===== src/rtl/cpu_pkg.sv =====
// cpu_pkg: opcodes, instruction field positions and fetch state encoding shared by the control path
package cpu_pkg;

    localparam logic [5:0] OP_RFORMAT = 6'd0;
    localparam logic [5:0] OP_LW      = 6'd35;
    localparam logic [5:0] OP_SW      = 6'd43;
    localparam logic [5:0] OP_BEQ     = 6'd4;

    localparam int OP_MSB    = 31;
    localparam int OP_LSB    = 26;
    localparam int RS_MSB    = 25;
    localparam int RS_LSB    = 21;
    localparam int RT_MSB    = 20;
    localparam int RT_LSB    = 16;
    localparam int RD_MSB    = 15;
    localparam int RD_LSB    = 11;
    localparam int IMM_MSB   = 15;
    localparam int IMM_LSB   = 0;
    localparam int FUNCT_MSB = 5;
    localparam int FUNCT_LSB = 0;

    typedef enum logic [1:0] {RST, FETCH, ISSUE, WAIT_BR} fetch_state_e;

endpackage


===== src/rtl/instr_fetch_unit_if.sv =====
// instr_fetch_unit_if: instruction memory, issue and branch-resolve signals of the fetch unit
interface instr_fetch_unit_if #(parameter int ADDR_W = 32);

    logic              imem_req;
    logic [ADDR_W-1:0] imem_addr;
    logic              imem_ack;
    logic [31:0]       imem_rdata;
    logic              issue_valid;
    logic              issue_ready;
    logic [5:0]        op;
    logic [5:0]        funct;
    logic [4:0]        rs;
    logic [4:0]        rt;
    logic [4:0]        rd;
    logic [15:0]       imm;
    logic [ADDR_W-1:0] pc_plus4;
    logic              br_resolve_valid;
    logic              br_taken;
    logic [31:0]       instr_count;

    modport master (
        output imem_req, imem_addr, issue_valid, op, funct, rs, rt, rd, imm, pc_plus4, instr_count,
        input  imem_ack, imem_rdata, issue_ready, br_resolve_valid, br_taken
    );

    modport slave (
        input  imem_req, imem_addr, issue_valid, op, funct, rs, rt, rd, imm, pc_plus4, instr_count,
        output imem_ack, imem_rdata, issue_ready, br_resolve_valid, br_taken
    );

endinterface


===== src/rtl/ifu_branch_target.sv =====
// ifu_branch_target: beq target = pc_plus4 + (sign-extended imm << 2), wrapping modulo 2^ADDR_W
module ifu_branch_target #(
    parameter int ADDR_W = 32
) (
    input  logic [ADDR_W-1:0] pc_plus4,
    input  logic [15:0]       imm,
    output logic [ADDR_W-1:0] target
);

    assign target = pc_plus4 + ADDR_W'($signed({imm, 2'b00}));

endmodule


===== src/rtl/instr_fetch_unit.sv =====
// instr_fetch_unit: fetches instructions, holds them for issue and owns the PC including beq redirection
module instr_fetch_unit
    import cpu_pkg::*;
#(
    parameter int              ADDR_W   = 32,
    parameter logic [ADDR_W-1:0] RESET_PC = '0
) (
    input  logic                clk,
    input  logic                rst,
    instr_fetch_unit_if.master  bus
);

    fetch_state_e      state_q, state_d;
    logic [ADDR_W-1:0] pc_q, pc_d;
    logic [ADDR_W-1:0] pc_plus4_q, pc_plus4_d;
    logic [31:0]       ir_q, ir_d;
    logic [31:0]       count_q, count_d;
    logic [ADDR_W-1:0] br_target;

    ifu_branch_target #(.ADDR_W(ADDR_W)) u_branch_target (
        .pc_plus4 (pc_plus4_q),
        .imm      (ir_q[IMM_MSB:IMM_LSB]),
        .target   (br_target)
    );

    assign bus.imem_addr   = pc_q;
    assign bus.op          = ir_q[OP_MSB:OP_LSB];
    assign bus.rs          = ir_q[RS_MSB:RS_LSB];
    assign bus.rt          = ir_q[RT_MSB:RT_LSB];
    assign bus.rd          = ir_q[RD_MSB:RD_LSB];
    assign bus.imm         = ir_q[IMM_MSB:IMM_LSB];
    assign bus.funct       = ir_q[FUNCT_MSB:FUNCT_LSB];
    assign bus.pc_plus4    = pc_plus4_q;
    assign bus.instr_count = count_q;

    // next-state, PC update and handshake outputs; a beq leaves ISSUE early only if already resolved
    always_comb begin
        state_d         = state_q;
        pc_d            = pc_q;
        pc_plus4_d      = pc_plus4_q;
        ir_d            = ir_q;
        count_d         = count_q;
        bus.imem_req    = 1'b0;
        bus.issue_valid = 1'b0;
        case (state_q)
            RST: state_d = FETCH;
            FETCH: begin
                bus.imem_req = 1'b1;
                if (bus.imem_ack) begin
                    ir_d       = bus.imem_rdata;
                    pc_plus4_d = pc_q + ADDR_W'(4);
                    state_d    = ISSUE;
                end
            end
            ISSUE: begin
                bus.issue_valid = 1'b1;
                if (bus.issue_ready) begin
                    count_d = count_q + 32'd1;
                    if (ir_q[OP_MSB:OP_LSB] != OP_BEQ) begin
                        pc_d    = pc_plus4_q;
                        state_d = FETCH;
                    end else if (bus.br_resolve_valid) begin
                        pc_d    = bus.br_taken ? br_target : pc_plus4_q;
                        state_d = FETCH;
                    end else begin
                        state_d = WAIT_BR;
                    end
                end
            end
            WAIT_BR: begin
                if (bus.br_resolve_valid) begin
                    pc_d    = bus.br_taken ? br_target : pc_plus4_q;
                    state_d = FETCH;
                end
            end
            default: state_d = RST;
        endcase
    end

    // state, PC, instruction register and issue counter; reset aborts any transaction in flight
    always_ff @(posedge clk) begin
        if (rst) begin
            state_q    <= RST;
            pc_q       <= RESET_PC;
            pc_plus4_q <= '0;
            ir_q       <= '0;
            count_q    <= '0;
        end else begin
            state_q    <= state_d;
            pc_q       <= pc_d;
            pc_plus4_q <= pc_plus4_d;
            ir_q       <= ir_d;
            count_q    <= count_d;
        end
    end

endmodule


===== src/flat_wrapper.sv =====
// flat-port wrapper written by rule: the top's interface ports become plain ports
module instr_fetch_unit_flat import cpu_pkg::*;
#(
    parameter int              ADDR_W   = 32,
    parameter logic [ADDR_W-1:0] RESET_PC = '0
)
  (clk, rst, bus_imem_req, bus_imem_addr, bus_issue_valid, bus_op, bus_funct, bus_rs, bus_rt, bus_rd, bus_imm, bus_pc_plus4, bus_instr_count, bus_imem_ack, bus_imem_rdata, bus_issue_ready, bus_br_resolve_valid, bus_br_taken);
  instr_fetch_unit_if #(.ADDR_W(ADDR_W)) bus_i ();
  input  logic clk;
  input  logic rst;
  output wire logic [$bits(bus_i.imem_req)-1:0] bus_imem_req;
  output wire logic [$bits(bus_i.imem_addr)-1:0] bus_imem_addr;
  output wire logic [$bits(bus_i.issue_valid)-1:0] bus_issue_valid;
  output wire logic [$bits(bus_i.op)-1:0] bus_op;
  output wire logic [$bits(bus_i.funct)-1:0] bus_funct;
  output wire logic [$bits(bus_i.rs)-1:0] bus_rs;
  output wire logic [$bits(bus_i.rt)-1:0] bus_rt;
  output wire logic [$bits(bus_i.rd)-1:0] bus_rd;
  output wire logic [$bits(bus_i.imm)-1:0] bus_imm;
  output wire logic [$bits(bus_i.pc_plus4)-1:0] bus_pc_plus4;
  output wire logic [$bits(bus_i.instr_count)-1:0] bus_instr_count;
  input wire logic [$bits(bus_i.imem_ack)-1:0] bus_imem_ack;
  input wire logic [$bits(bus_i.imem_rdata)-1:0] bus_imem_rdata;
  input wire logic [$bits(bus_i.issue_ready)-1:0] bus_issue_ready;
  input wire logic [$bits(bus_i.br_resolve_valid)-1:0] bus_br_resolve_valid;
  input wire logic [$bits(bus_i.br_taken)-1:0] bus_br_taken;
  assign bus_imem_req = bus_i.imem_req;
  assign bus_imem_addr = bus_i.imem_addr;
  assign bus_issue_valid = bus_i.issue_valid;
  assign bus_op = bus_i.op;
  assign bus_funct = bus_i.funct;
  assign bus_rs = bus_i.rs;
  assign bus_rt = bus_i.rt;
  assign bus_rd = bus_i.rd;
  assign bus_imm = bus_i.imm;
  assign bus_pc_plus4 = bus_i.pc_plus4;
  assign bus_instr_count = bus_i.instr_count;
  assign bus_i.imem_ack = bus_imem_ack;
  assign bus_i.imem_rdata = bus_imem_rdata;
  assign bus_i.issue_ready = bus_issue_ready;
  assign bus_i.br_resolve_valid = bus_br_resolve_valid;
  assign bus_i.br_taken = bus_br_taken;
  instr_fetch_unit #(.ADDR_W(ADDR_W), .RESET_PC(RESET_PC)) u_core (.clk(clk), .rst(rst), .bus(bus_i));
endmodule

===== config.mk =====
export PLATFORM = sky130hd
export DESIGN_NAME = instr_fetch_unit_flat
export DESIGN_NICKNAME = d
export VERILOG_FILES = /design/src/rtl/cpu_pkg.sv /design/src/rtl/instr_fetch_unit_if.sv /design/src/rtl/ifu_branch_target.sv /design/src/rtl/instr_fetch_unit.sv /design/src/flat_wrapper.sv
export SDC_FILE = /design/constraint.sdc
export NUM_CORES = 1
export LEC_CHECK = 0
export BUFFER_PORTS_ARGS = -buffer_cell sky130_fd_sc_hd__buf_2
export CAP_MARGIN = 20
export CORE_AREA = 2 2 124 126
export CTS_BUF_LIST = sky130_fd_sc_hd__clkbuf_4 sky130_fd_sc_hd__clkbuf_8
export DETAILED_ROUTE_END_ITERATION = 10
export DIE_AREA = 0 0 126 128
export GPL_ROUTABILITY_DRIVEN = 0
export PLACE_DENSITY = 0.8
export SLEW_MARGIN = 15
export SYNTH_ARGS = -nofsm -noshare
export SYNTH_HDL_FRONTEND = slang
export SYNTH_SLANG_ARGS = --single-unit

===== constraint.sdc =====
create_clock -name clk -period 2.8 [get_ports clk]
set_input_delay 0.28 -clock clk [delete_from_list [all_inputs] [get_ports clk]]
set_output_delay 0.28 -clock clk [all_outputs]
set_load 0.005 [all_outputs]

==> out/metrics.cfg <==
[logic_synthesis]
netlist.area_leader.share = 0.359
synth_area_um2 = 7240
syn-num-nets = 965
synth_cell_types = 73
ys_seq_elements = 130
syn_area_per_cell_um2 = 8.13
synth_top_area_cell = dfxtp_1
synth-edff-count = 0
ys_seq_area_frac = 0.359
synth_area_leaders = dfxtp_1 36%, nand2_1 6.9%, xor2_1 6.4%
synthFlopType = dfxtp_1
syn_inst = 891
yosys_warnings = 0
synthArstFlopShare = 0

[layout]
diodes = 0
layout_common_cells = 177 x buf_2, 134 x nand2_1, 126 x dfxtp_1
syn_to_final_growth_pct = 22.0
layout_commonest_cell = buf_2
final_util = 0.595
nNetsFinal = 1145
regArea_um2 = 2610
multi_input_area_um2 = 4360
fill_cells = 1342
final_cells = 1272
drive_above_1_share = 0.256

[grt]
grt_max_degree = 91
gr-usage-met2 = 0.413
grt_pass1_wl_mm = 33.1
grt.met3_usage = 0.0580
grt_busiest_layer = met2
grt_usage = 0.252
grt-ovfl-total = 0
use_met1 = 0.323
grt_pass1_vias = 6618
antenna_found_initial = 0

[critical_path]
timing.rr.start = u_core.bus.pc_plus4[5]
r2r_cells = 10
required_ps = 3180
crit-reg2reg-capture = u_core.bus.imem_addr[31]
cp_data_arrival_time_ps = 3090
cp-end-kind = flop
worstSetupStartpoint = u_core.bus.pc_plus4[5]
crit_slowest_cell = ha_1
start_kind = flop
regToRegSetupSlack_ps = 90
crit_chain = ha_1 -> a21o_1 -> a21oi_2 -> a21oi_1 -> o2111ai_2 -> a31oi_1 -> o21a_1 -> a41o_1 -> or3b_1 -> o211ai_1
critical_path_class = flop to flop
critical_path.max_fanout = 4
max_stage_delay_ps = 360

[min_path]
hp-class = input pin to flop
hold_end = u_core.ir_q[23]
hp-start = bus_imem_rdata[23]
hold_depth = 3

[floorplanning]
die_area_um2 = 16100
rows = 45
die_y_um = 128
start_util = 0.487
core_area_um2 = 14900
ios = 179
die_w_um = 126

[timing]
period_needed_ps = 2710
max_freq_ghz = 0.370
clock-skew-final_ps = 11.0
worst_slack_ps = 94.3
hold_violations = 0
final.period_utilization = 0.966
setup_viol = 0
worst_pin_slew_ps = 825
rsz0062_at_grt = true
relSlewSlack = 0.446
slew_violations = 0

[drt]
vias = 7107
ant_nets = 0
detail_route.first_pass.iterations = 5
wl_per_cell_um = 16.0
drc = 0
drt_iter0_markers = 460
wirelength_mm = 20.3
drt-vias-per-instance = 5.59

[power]
p_clk_frac = 0.388
p_int_mw = 3.21
sw_frac_of_total = 0.293
p_leak_nw = 4.02
ir_drop_mv = 0.324
switchingPower_mw = 1.33
power.density_nw_per_um2 = 513
p_comb_frac = 0.164
power.total_mw = 4.53
sequentialPowerShare = 0.448

[placement]
place_hpwl_mm = 14.8
pre_cts_ws_ps = 47.9
portBuffers = 178
dp.cells = 1239

[clock_tree]
root_buffer = clkbuf_8
clk_pin_slew_ps = 80
numCtsBuffers = 17
cts_num_sinks = 130
cts_buffer_depth = 2
clk_latency_ps = 460
cts_hold_buf = 0
cts_tree = built
htree_levels = 4

[job]
cap_violations = 0

[outcome]
status = completed

[through the flow]
step                      hold WS, ps  cell area, µm²  setup TNS [ps]
final                            47.6            8840               0
after global routing             35.8            8840           -11.9
after CTS                        31.0            8780               0
after detailed placement          443            8350               0
after global placement            439            8350               0
after floorplan                   409            7240               0
[what timing repair did]
item | CTS | global route
setup buffers | 0 | 1
gates resized for setup | 0 | 13
setup endpoints to repair | 0 | 12
[cells in the mapped netlist, drive strengths merged (6+ instances only)]
master    n
buf      19
dfxtp   130
o21ai    39
a211oi   34
and3     26
nor2     97
and2      7
nand3    23
or3       9
xnor2    24
xor2     53
nand2   134
ha       35
o22ai     6
a22oi    16
clkbuf   30
nand4    11
a21o     22
inv      14
a21oi    81
nor3     13
a31oi     6
[routing by layer]
layer	wire length, µm	up-vias
met5	0	-
met1	9000	3320
met3	1320	37
li1	-	3517
met4	504	0
met2	9510	233
[flip-flops by register name, indices dropped and copies added (netlist names)]
register                flops
u_core.bus.pc_plus4        32
u_core.state_q              2
u_core.bus.imem_addr       32
u_core.bus.instr_count     32
u_core.ir_q                32
[cell type report]
type,instances,share of cell area
clock buffer,21,0.0320
clock inverter,11,0.0171
inverter,14,0.00595
multi-input combinational,698,0.493
sequential,130,0.295
tap,188,0.0266
timing repair buffer,210,0.130
[how the worst max path moves through the flow]
stage               slack, ps                       end  depth (start not counted)
floorplan                 130  u_core.bus.imem_addr[30]                         11
detailed placement         50  u_core.bus.imem_addr[30]                         11
finish                     90  u_core.bus.imem_addr[31]                         10
global route              -10  u_core.bus.imem_addr[30]                         11
CTS                         9  u_core.bus.imem_addr[30]                         11
global placement           50  u_core.bus.imem_addr[30]                         11
[power by group through the flow]
stage	combinational (mW)	sequential (mW)	clock [mW]
6_report	0.744	2.03	1.76
5_1_grt	0.831	2.04	1.86
4_1_cts	0.736	2.03	1.78
3_5_place_dp	0.730	2.07	0
3_3_place_gp	0.716	2.07	0
2_1_floorplan	0.483	2.06	0
[logic make-up (layout without fill, tap and decap cells)]
kind of cell	Yosys count	count (layout)	synth area share
simple gates	345	345	0.219
compound gates	238	238	0.219
flops	130	130	0.359
xor+xnor	77	77	0.0931
buf+inv	63	256	0.0442
fa+ha+maj	36	36	0.0632
mux	2	2	0.00276
[critical path, delay by kind of cell, from the launching register on]
kind | cells | cell delay [ps]
flip-flops | 1 | 340
AO/OA/AOI/OAI | 8 | 1570
adder cells (fa/ha/maj) | 1 | 360
AND/OR/NAND/NOR | 1 | 360
No activity file was read; power rests on OpenSTA's default activity.
